### src/rtl/serial_adder_sequencer.sv
// -----------------------------------------------------------------------------
// serial_adder_sequencer
//
// Adds or subtracts two WIDTH-bit operands one bit per clock, LSB first, by
// reusing a single 1-bit full adder cell. Each operation takes WIDTH cycles
// in RUN and is reported by a one-cycle DONE state. Back-to-back operations
// are accepted directly from DONE.
//
// Ports:
//   clk       system clock, all state updates on the rising edge
//   reset     synchronous, active-high reset; dominates every other input
//   start     request a new operation; sampled only in IDLE or DONE
//   sub       0 = a + b, 1 = a - b (two's complement); sampled with start
//   a, b      WIDTH-bit operands; sampled with start
//   busy      high while the operation is running (WIDTH cycles)
//   done      one-cycle completion pulse
//   result    sum/difference, updated only when an operation completes
//   carryout  carry out of the MSB (subtract: 1 = no borrow)
//   overflow  signed overflow (carry into MSB xor carry out of MSB)
//   zero      result == 0
// -----------------------------------------------------------------------------

// Single-bit full adder cell, kept as its own module so the sequencer reuses
// one physical adder bit rather than inferring a WIDTH-bit adder.
module full_adder_cell (
    input  logic a,
    input  logic b,
    input  logic carryin,
    output logic sum,
    output logic carryout
);
    assign sum      = a ^ b ^ carryin;
    assign carryout = (a & b) | (carryin & (a ^ b));
endmodule

module serial_adder_sequencer #(
    parameter int WIDTH = 32
) (
    input  logic             clk,
    input  logic             reset,
    input  logic             start,
    input  logic             sub,
    input  logic [WIDTH-1:0] a,
    input  logic [WIDTH-1:0] b,
    output logic             busy,
    output logic             done,
    output logic [WIDTH-1:0] result,
    output logic             carryout,
    output logic             overflow,
    output logic             zero
);

    localparam int CW = $clog2(WIDTH);
    localparam logic [CW-1:0] LAST_BIT    = CW'(WIDTH - 1);
    localparam logic [CW-1:0] MSB_CIN_BIT = CW'(WIDTH - 2);

    typedef enum logic [1:0] {
        IDLE,
        RUN,
        DONE
    } state_t;

    state_t state, state_nxt;
    logic   load;

    logic [WIDTH-1:0] opa, opb, shr;
    logic [CW-1:0]    count;
    logic             carry;
    logic             cmsb_in;

    logic             fa_sum, fa_co;
    logic [WIDTH-1:0] sum_word;

    full_adder_cell u_fa (
        .a        (opa[0]),
        .b        (opb[0]),
        .carryin  (carry),
        .sum      (fa_sum),
        .carryout (fa_co)
    );

    // The shift register contents after this cycle's bit is shifted in; on
    // the last bit this is the complete result.
    assign sum_word = {fa_sum, shr[WIDTH-1:1]};

    assign busy = (state == RUN);
    assign done = (state == DONE);

    // NOTE: every output of this block gets a default before the case so no
    // path leaves it unassigned, which would otherwise infer a latch.
    always_comb begin
        state_nxt = state;
        load      = 1'b0;
        case (state)
            IDLE: begin
                if (start) begin
                    state_nxt = RUN;
                    load      = 1'b1;
                end
            end
            RUN: begin
                if (count == LAST_BIT) begin
                    state_nxt = DONE;
                end
            end
            DONE: begin
                if (start) begin
                    state_nxt = RUN;
                    load      = 1'b1;
                end else begin
                    state_nxt = IDLE;
                end
            end
            default: state_nxt = IDLE;
        endcase
    end

    // NOTE: registers use non-blocking assignments so every flop samples the
    // pre-edge values of its inputs regardless of statement order.
    always_ff @(posedge clk) begin
        if (reset) begin
            state <= IDLE;
        end else begin
            state <= state_nxt;
        end
    end

    always_ff @(posedge clk) begin
        if (reset) begin
            opa      <= '0;
            opb      <= '0;
            shr      <= '0;
            count    <= '0;
            carry    <= 1'b0;
            cmsb_in  <= 1'b0;
            result   <= '0;
            carryout <= 1'b0;
            overflow <= 1'b0;
            zero     <= 1'b1;
        end else if (load) begin
            // Subtraction is a + ~b + 1: invert b and seed the carry with 1.
            opa   <= a;
            opb   <= sub ? ~b : b;
            carry <= sub;
            count <= '0;
        end else if (state == RUN) begin
            opa   <= opa >> 1;
            opb   <= opb >> 1;
            shr   <= sum_word;
            carry <= fa_co;
            count <= count + CW'(1);
            // Carry produced by bit WIDTH-2 is the carry into the MSB.
            if (count == MSB_CIN_BIT) begin
                cmsb_in <= fa_co;
            end
            if (count == LAST_BIT) begin
                result   <= sum_word;
                carryout <= fa_co;
                overflow <= cmsb_in ^ fa_co;
                zero     <= (sum_word == '0);
            end
        end
    end

endmodule
### config.mk
export PLATFORM = sky130hd
export DESIGN_NAME = serial_adder_sequencer
export DESIGN_NICKNAME = d
export VERILOG_FILES = /design/src/rtl/serial_adder_sequencer.sv
export SDC_FILE = /design/constraint.sdc
export NUM_CORES = 1
export LEC_CHECK = 0
export ABC_CLOCK_PERIOD_IN_PS = 1800
export CORE_ASPECT_RATIO = 0.7
export CORE_UTILIZATION = 45
export DETAILED_ROUTE_END_ITERATION = 8
export HOLD_SLACK_MARGIN = 0.03
export PLACE_DENSITY = 0.81
export SYNTH_ARGS = -nofsm -noshare
export SYNTH_HDL_FRONTEND = slang
export SYNTH_SLANG_ARGS = --single-unit
### constraint.sdc
create_clock -name clk -period 1.8 [get_ports clk]
set_input_delay 0.27 -clock clk [delete_from_list [all_inputs] [get_ports clk]]
set_output_delay 0.27 -clock clk [all_outputs]
set_load 0.01 [all_outputs]
==> impl_metrics.csv, run 1 <==
group,metric,value,unit
sta,finalMaxSlewViolations,0,
floorplan,fp.dieH,95.6,um
route,routed_wl,13500,um
floorplan,start_util,0.472,
place,port_buffers,104,
global_route,grt_max_degree,100,
floorplan,die_area,13000,um2
synthesis,synth_edf_count,0,
floorplan,top_level_ports,105,
sta,tightest_slew,436,ps
synthesis,ys_seq_elements,139,
worst_setup_path,worstPathRequired,2120,ps
sta,tns,0,ps
finish,layout_common_cells,"nand2_1 (149), dfxtp_1 (139), clkdlybuf4s50_1 (100)",
sta,max_slew_margin,0.709,
floorplan,die_w,136,um
synthesis,synth_nets,750,
clock_network,cts_buffers,17,
job,maxCapViolCount,0,
finish,area_growth,31.5,%
route,drt.antenna.violating_nets,0,
outcome,status,"complete, no violations",
synthesis,syn_avg_cell_area,8.31,um2
route,via_count,5105,
global_route,grt_pass1_vias,4615,
route,drt_pass1_iterations,5,
worst_setup_path,criticalPathCategory,"flip-flop to flip-flop",
place,dp_hpwl,8690,um
synthesis,syn-cell-area,5630,um2
clock_network,ctsHtreeMaxLevel,4,
clock_network,clockRootBuffer,"clkbuf_16",
clock_network,clk_latency,410,ps
global_route,antenna_found_initial,0,
global_route,grt_pass1_wl,21900,um
worst_setup_path,cp-start-kind,"flip-flop",
min_path,hp-class,"primary input to flip-flop",
route,drtIter0Drc,443,
sta,rsz0062_at_grt,"false",
route,viasPerCell,5.53,
clock_network,clockBufferDepth,2,
clock_network,clk_pin_slew,50,ps
global_route,globalRouteTotalUtil,0.216,
worst_setup_path,worstPathArrival,2020,ps
sta,fmax,591,MHz
sta,fin_crit_sh,0.941,
synthesis,synth_flop_cell,"dfxtp_1",
sta,hold_viol_final,0,
synthesis,synth_cell_types,36,
finish,layout-drive-gt1-share,0.0731,
synthesis,ys_seq_area_frac,0.494,
route,drc,0,
power,power.density,1000,nW/um2
power,irDropWorstVdd,0.000739,V
global_route,grt_overflow,0,
synthesis,yosys_warnings,0,
synthesis,synth_cells,678,
finish,ff_latch_area,2780,um2
finish,final_common_cell,"nand2_1",
sta,fin_crit,1690,ps
finish,fillers,952,
sta,clock_skew,14.6,ps
finish,nets,827,
floorplan,rows,33,
worst_setup_path,worstSetupEndpointType,"flip-flop",
clock_network,clkSinkCount,139,
place,gp_congestion,0.773,
synthesis,synthArstFlopShare,0,
worst_setup_path,cp_max_fo,35,
clock_network,cts_tree,"yes",
finish,multiInputGateArea,2580,um2
sta,setup-violations-final,0,
finish,insertedDiodeCount,0,
finish,utilization,0.621,
route,wl_per_cell,14.7,um
power,leakage,2.59,nW
floorplan,coreArea,11900,um2
logic make-up (layout without fill, tap and decap cells):
logic type	Yosys count	in the layout	synth area share
adder cells (fa/ha/maj)	4	4	0.0102
AND/OR/NAND/NOR	264	264	0.204
XOR/XNOR	35	35	0.0544
multiplexers	2	2	0.00355
flip-flops	139	139	0.494
buffers and inverters	65	153	0.0515
AO/OA/AOI/OAI	169	169	0.182
metal layers:
metal,global-route usage,part of all wire
met5,0,0
met2,0.341,0.46
met1,0.286,0.46
met3,0.0521,0.060
met4,0.0787,0.013
layout make-up:
type | count | share of cell area
clock buffer | 24 | 0.0677
inverter | 2 | 0.00135
timing repair buffer | 121 | 0.172
tap | 157 | 0.0265
clock inverter | 6 | 0.00844
multi-input combinational | 474 | 0.349
sequential | 139 | 0.376
worst max-delay path, cell delays in order, from the launching register on:
cell      delay, ps
dfxtp_1         390
ha_1            220
and3_1          170
ha_1            180
and3b_1         210
buf_12          190
nor2_1           50
a211oi_1        190
cell usage after synthesis (2+ instances only):
library cell	number	share of area
a311oi_2	2	0.0053
nand3_1	35	0.031
xor2_1	33	0.051
dfxtp_1	139	0.49
a21oi_1	99	0.088
nor2_1	14	0.0093
nand2_1	149	0.099
ha_1	3	0.0067
mux2i_1	2	0.0036
clkbuf_1	30	0.020
nand3b_1	2	0.0027
nand4_1	2	0.0022
buf_1	2	0.0013
nor4_1	8	0.0089
buf_2	28	0.025
a22oi_1	32	0.043
o22ai_1	21	0.023
a311oi_1	8	0.012
nor2b_1	2	0.0022
nor3_1	46	0.041
nand2b_1	2	0.0022
a211oi_1	2	0.0027
buf_4	3	0.0040
xnor2_1	2	0.0031
through the flow:
| stage | cell area [um2] | hold WS [ps] | setup slack, ps | power [mW] | std cells |
|---|---|---|---|---|---|
| 2_1_floorplan | 5630 | 444 | 142 | 3.86 | 678 |
| 3_3_place_gp | 6830 | 444 | 229 | 4.14 | 892 |
| 3_5_place_dp | 6830 | 449 | 122 | 4.17 | 892 |
| 4_1_cts | 7390 | 227 | 62.5 | 7.44 | 922 |
| 5_1_grt | 7410 | 238 | 7.81 | 7.71 | 923 |
| 6_report | 7410 | 238 | 107 | 7.42 | 923 |
report_power, final:
group          total (mW)  internal [mW]  leakage (nW)  switching (mW)
combinational       0.820          0.379          1.18           0.441
clock                3.30           2.06         0.270            1.23
sequential           3.30           3.22          1.13          0.0827
total                7.42           5.66          2.59            1.76
sequential cells by signal, indices dropped and copies added (netlist names):
signal / count
opb: 32
opa: 32
result: 32
carry: 1
shr: 31
overflow: 1
carryout: 1
count: 5
cmsb_in: 1
zero: 1
state: 2
worst paths after layout:
kind / startpoint / end / slack (ps) / cells past startpoint
setup / recovery: count[0] / overflow / 110 / 7
setup reg to reg: count[0] / overflow / 110 / 7
hold / removal: reset / result[1] / 240 / 2
hold reg to reg: result[29] / result[29] / 450 / 2
timing repair:
action | CTS | global route
endpoints found under the setup margin | 2 | 4
pin swaps | 0 | 1
buffers inserted | 0 | 1
hold endpoints to repair | 0 | 0
gates resized for setup | 2 | 2
hold buffers | 0 | 0
No activity file was read; power rests on OpenSTA's default activity.
==> inputs of run 2 (changes only) <==
--- a/config.mk
+++ b/config.mk
@@ -9,6 +9,7 @@
 export CORE_ASPECT_RATIO = 0.7
 export CORE_UTILIZATION = 45
 export DETAILED_ROUTE_END_ITERATION = 8
+export GPL_TIMING_DRIVEN = 0
 export HOLD_SLACK_MARGIN = 0.03
 export PLACE_DENSITY = 0.81
 export SYNTH_ARGS = -nofsm -noshare
==> run 2 against run 1 <==
Clock skew down 5.4 ps. Global-route usage up 3.5 points. Worst hold slack gained 110 ps. Via count grew 4.9%. Sequential power about the same. Fmax is 3.1% lower. Utilization rose by 1.8 points. Combinational power is 5.2% higher. Clock-buffer cell count is 5 lower. Largest power group is now the clock network.
==> impl_metrics.csv, run 2 (synthesized netlist as in run 1, its figures left out) <==
group,metric,value,unit
sta,setup-violations-final,0,
global_route,met1_usage,0.347,
job,maxCapViolCount,0,
place,port_buffers,102,
floorplan,top_level_ports,105,
floorplan,start_util,0.472,
route,viasPerCell,5.51,
sta,fin_crit_sh,0.971,
finish,utilization,0.639,
route,drtIter0Drc,493,
global_route,busiest_layer,"met2",
worst_setup_path,criticalPathCategory,"flip-flop to output port",
worst_setup_path,worstPathArrival,1480,ps
global_route,grt_max_degree,17,
global_route,met2_usage,0.374,
global_route,grt_overflow,0,
finish,layout-drive-gt1-share,0.0969,
floorplan,die_w,136,um
worst_setup_path,crit_family,"buffers and inverters",
sta,finalMaxSlewViolations,0,
min_path,hp-class,"primary input to flip-flop",
global_route,grt_pass1_wl,25100,um
clock_network,clk_pin_slew,60,ps
clock_network,cts_tree,"yes",
finish,insertedDiodeCount,0,
route,drc,0,
finish,area_growth,35.3,%
route,via_count,5356,
power,irDropWorstVdd,0.000712,V
place,gp_congestion,0.821,
power,power.density,1080,nW/um2
place,dp_hpwl,10200,um
sta,hold_viol_final,0,
sta,clock_skew,9.17,ps
outcome,status,"complete, no violations",
clock_network,ctsHtreeMaxLevel,4,
route,drt.antenna.violating_nets,0,
sta,tns,0,ps
clock_network,clkSinkCount,139,
global_route,grt_pass1_vias,5128,
clock_network,clockRootBuffer,"clkbuf_16",
worst_setup_path,cp-start-kind,"flip-flop",
sta,fmax,572,MHz
worst_setup_path,crit_buf_inv,4,
worst_setup_path,worstSetupEndpointType,"output port",
place,place_area,6850,um2
finish,final_common_cell,"nand2_1",
clock_network,clk_latency,420,ps
finish,finalInstanceArea,7620,um2
sta,max_slew_margin,0.527,
finish,fin_cells,972,
worst_setup_path,cp_max_fo,10,
worst_setup_path,worstPathCellList,"nand2b_1 -> buf_4 -> inv_2 -> buf_12 -> clkdlybuf4s15_2",
route,routed_wl,15400,um
floorplan,fp.dieH,95.6,um
clock_network,clockBufferDepth,2,
floorplan,coreArea,11900,um2
floorplan,die_area,13000,um2
finish,reg_top3,"opa (32), opb (32), result (32)",
place,place_inst,937,
global_route,antenna_found_initial,0,
global_route,globalRouteTotalUtil,0.250,
global_route,grt_util_met3,0.0744,
floorplan,rows,33,
clock_network,cts_buffers,17,
route,drt_pass1_iterations,5,
power,leakage,2.71,nW
finish,nets,875,
sta,tightest_slew,710,ps
worst_setup_path,cp_slowest_cell,"dfxtp_2",
sta,fin_crit,1750,ps
finish,layout_common_cells,"nand2_1 (149), dfxtp_1 (135), clkdlybuf4s50_1 (100)",
worst_setup_path,worstPathRequired,1530,ps
worst_setup_path,slowest_delay,340,ps
route,wl_per_cell,15.8,um
-- run 2: worst paths after layout --
kind	startpoint	end	slack, ps	cells past startpoint
setup / recovery	state[1]	busy	50	5
hold / removal	reset	opa[11]	350	2
setup reg to reg	count[0]	result[28]	60	8
hold reg to reg	result[0]	result[0]	450	2
-- run 2: timing repair --
item,in CTS,in global routing
buffers inserted,3,1
hold buffers,0,0
pin swaps,1,0
setup endpoints to repair,34,31
gates resized for setup,17,14
gates cloned,0,1
-- run 2: metrics by stage --
step | setup WS [ps] | power (mW) | hold WS, ps
final | 52.9 | 8.24 | 348
after global routing | -3.71 | 8.52 | 369
after CTS | 5.50 | 8.26 | 332
after detailed placement | -268 | 4.20 | 445
after global placement | -265 | 4.18 | 442
after floorplan | 142 | 3.86 | 444
-- run 2: worst reg2reg max path, delay by kind of cell, from the launching register on --
kind	cells	cell delay (ps)
and+or+nand+nor	3	460
adders and majority gates	2	400
DFF	1	350
AOI/OAI and AO/OA	1	70
buffers and inverters	2	320
-- run 2: metal layers --
layer,share of wire,wire (um)
met5,0,0
met4,0.012,181
met2,0.43,6640
met1,0.46,7140
met3,0.091,1400
-- run 2: final cells by class --
type / count / area (um2)
Fill cell: 1019 / 4310
Clock buffer: 19 / 443
Multi-Input combinational cell: 474 / 2560
Clock inverter: 12 / 244
Tap cell: 157 / 196
Buffer: 62 / 325
Sequential cell: 139 / 2790
Inverter: 2 / 7.51
Timing Repair Buffer: 107 / 1060
-- run 2: power breakdown --
| group | internal (mW) | leakage, nW | switching, mW |
|---|---|---|---|
| logic | 0.377 | 1.24 | 0.486 |
| clock network | 2.76 | 0.329 | 1.30 |
| registers | 3.22 | 1.13 | 0.0849 |
==> inputs of run 3 (changes only) <==
--- a/config.mk
+++ b/config.mk
@@ -8,10 +8,11 @@
 export ABC_CLOCK_PERIOD_IN_PS = 1800
 export CORE_ASPECT_RATIO = 0.7
 export CORE_UTILIZATION = 45
+export CTS_CLUSTER_SIZE = 40
 export DETAILED_ROUTE_END_ITERATION = 8
 export GPL_TIMING_DRIVEN = 0
 export HOLD_SLACK_MARGIN = 0.03
-export PLACE_DENSITY = 0.81
+export PLACE_DENSITY = 0.7
 export SYNTH_ARGS = -nofsm -noshare
 export SYNTH_HDL_FRONTEND = slang
 export SYNTH_SLANG_ARGS = --single-unit
==> run 3 against run 2 <==
Non-clock buffer count shrank 2. Critical path type unchanged. Routed wire length shrank 2.0%. Critical endpoint unchanged. Register-to-register slack gained 50 ps. Worst hold slack gained 42 ps.
==> impl_metrics.csv, run 3 (synthesized netlist as in run 1, its figures left out) <==
group,metric,value,unit
global_route,grt_pass1_wl,23900,um
global_route,globalRouteTotalUtil,0.241,
sta,rsz0062_at_grt,"false",
power,irDropWorstVdd,0.000805,V
sta,max_slew_margin,0.529,
place,dp_hpwl,10700,um
finish,reg_top3,"opa (32), opb (32), result (32)",
clock_network,clkSinkCount,139,
floorplan,die_w,136,um
route,via_count,5395,
place,port_buffers,102,
route,drc,0,
floorplan,rows,33,
power,power.density,1030,nW/um2
outcome,status,"complete, no violations",
sta,fin_crit_sh,0.949,
job,maxCapViolCount,0,
floorplan,start_util,0.472,
clock_network,clk_latency,410,ps
sta,tightest_slew,706,ps
worst_setup_path,worstSetupEndpointType,"output port",
worst_setup_path,worstPathArrival,1440,ps
worst_setup_path,cp-start-kind,"flip-flop",
finish,ff_latch_area,2790,um2
worst_setup_path,r2r_start,"count[0]",
worst_setup_path,criticalPathCategory,"flip-flop to output port",
worst_setup_path,worstPathRequired,1530,ps
floorplan,top_level_ports,105,
sta,tns,0,ps
min_path,hold_start,"reset",
global_route,grt_pass1_vias,4914,
global_route,antenna_found_initial,0,
finish,nets,873,
worst_setup_path,cp_max_fo,19,
floorplan,die_area,13000,um2
route,wl_per_cell,15.5,um
finish,insertedDiodeCount,0,
sta,fmax,585,MHz
finish,finalInstanceArea,7540,um2
global_route,grt_max_degree,20,
clock_network,ctsHtreeMaxLevel,4,
clock_network,clk_pin_slew,60,ps
sta,finalMaxSlewViolations,0,
worst_setup_path,r2r_slack,110,ps
min_path,hp-class,"primary input to flip-flop",
sta,fin_crit,1710,ps
clock_network,clockRootBuffer,"clkbuf_16",
finish,layout_common_cells,"nand2_1 (149), dfxtp_1 (136), clkdlybuf4s50_1 (100)",
route,viasPerCell,5.56,
route,drtIter0Drc,384,
sta,timing.hold.ws,391,ps
route,drt_pass1_iterations,6,
place,gp_congestion,0.803,
sta,hold_viol_final,0,
finish,fillers,1006,
finish,layout-drive-gt1-share,0.0923,
clock_network,cts_hold_buf,0,
floorplan,fp.dieH,95.6,um
route,drt.antenna.violating_nets,0,
clock_network,cts_buffers,17,
clock_network,clockBufferDepth,2,
finish,multiInputGateArea,2570,um2
power,leakage,2.68,nW
place,place_area,6850,um2
finish,area_growth,33.8,%
global_route,grt_overflow,0,
sta,clock_skew,6.10,ps
finish,utilization,0.632,
finish,final_common_cell,"nand2_1",
sta,setup-violations-final,0,
floorplan,coreArea,11900,um2
worst_setup_path,startpoint,"state[1]",
clock_network,cts_tree,"yes",
route,routed_wl,15100,um
## run 3: metrics by stage
stage               std cells  total power, mW  setup WS, ps
floorplan                 678             3.86           142
global placement          937             4.17          -212
detailed placement        937             4.20          -283
CTS                       970             7.79         -30.0
global route              970             8.02         0.669
finish                    970             7.76          91.8
## run 3: power by group
| part | switching, mW | internal, mW |
|---|---|---|
| Clock | 1.25 | 2.36 |
| Combinational | 0.480 | 0.369 |
| Sequential | 0.0825 | 3.22 |
| Total | 1.81 | 5.95 |
## run 3: routing by layer
metal,track usage,wire (um),vias up
met5,0,0,-
met4,0.0674,108,0
met3,0.0638,1130,11
met2,0.377,6700,208
met1,0.326,7110,2562
li1,-,-,2614
## run 3: repair_timing
action,4_1_cts,5_1_grt
setup endpoints to repair,32,33
buffers inserted,3,0
resized for setup,12,21
pin swaps,1,0
## run 3: worst paths after layout
path,endpoint,depth (start not counted)
worst min-delay path,opa[29],2
worst max register to register,result[22],8
worst max-delay path,busy,5
worst min register to register,result[7],2
## run 3: final cells by class
cell class,instances,area share
multi-input cells,474,0.341
flip-flops and latches,139,0.370
clock inverters,5,0.0141
clock buffers,26,0.0676
well taps,157,0.0261
plain buffers,62,0.0422
inverters,2,0.000996
repair buffers,105,0.138
## run 3: worst max-delay path, stage by stage, from the launching register on
cell	delay, ps
dfxtp_1	330
nand2b_1	140
buf_4	170
inv_2	70
buf_8	160
clkbuf_2	150
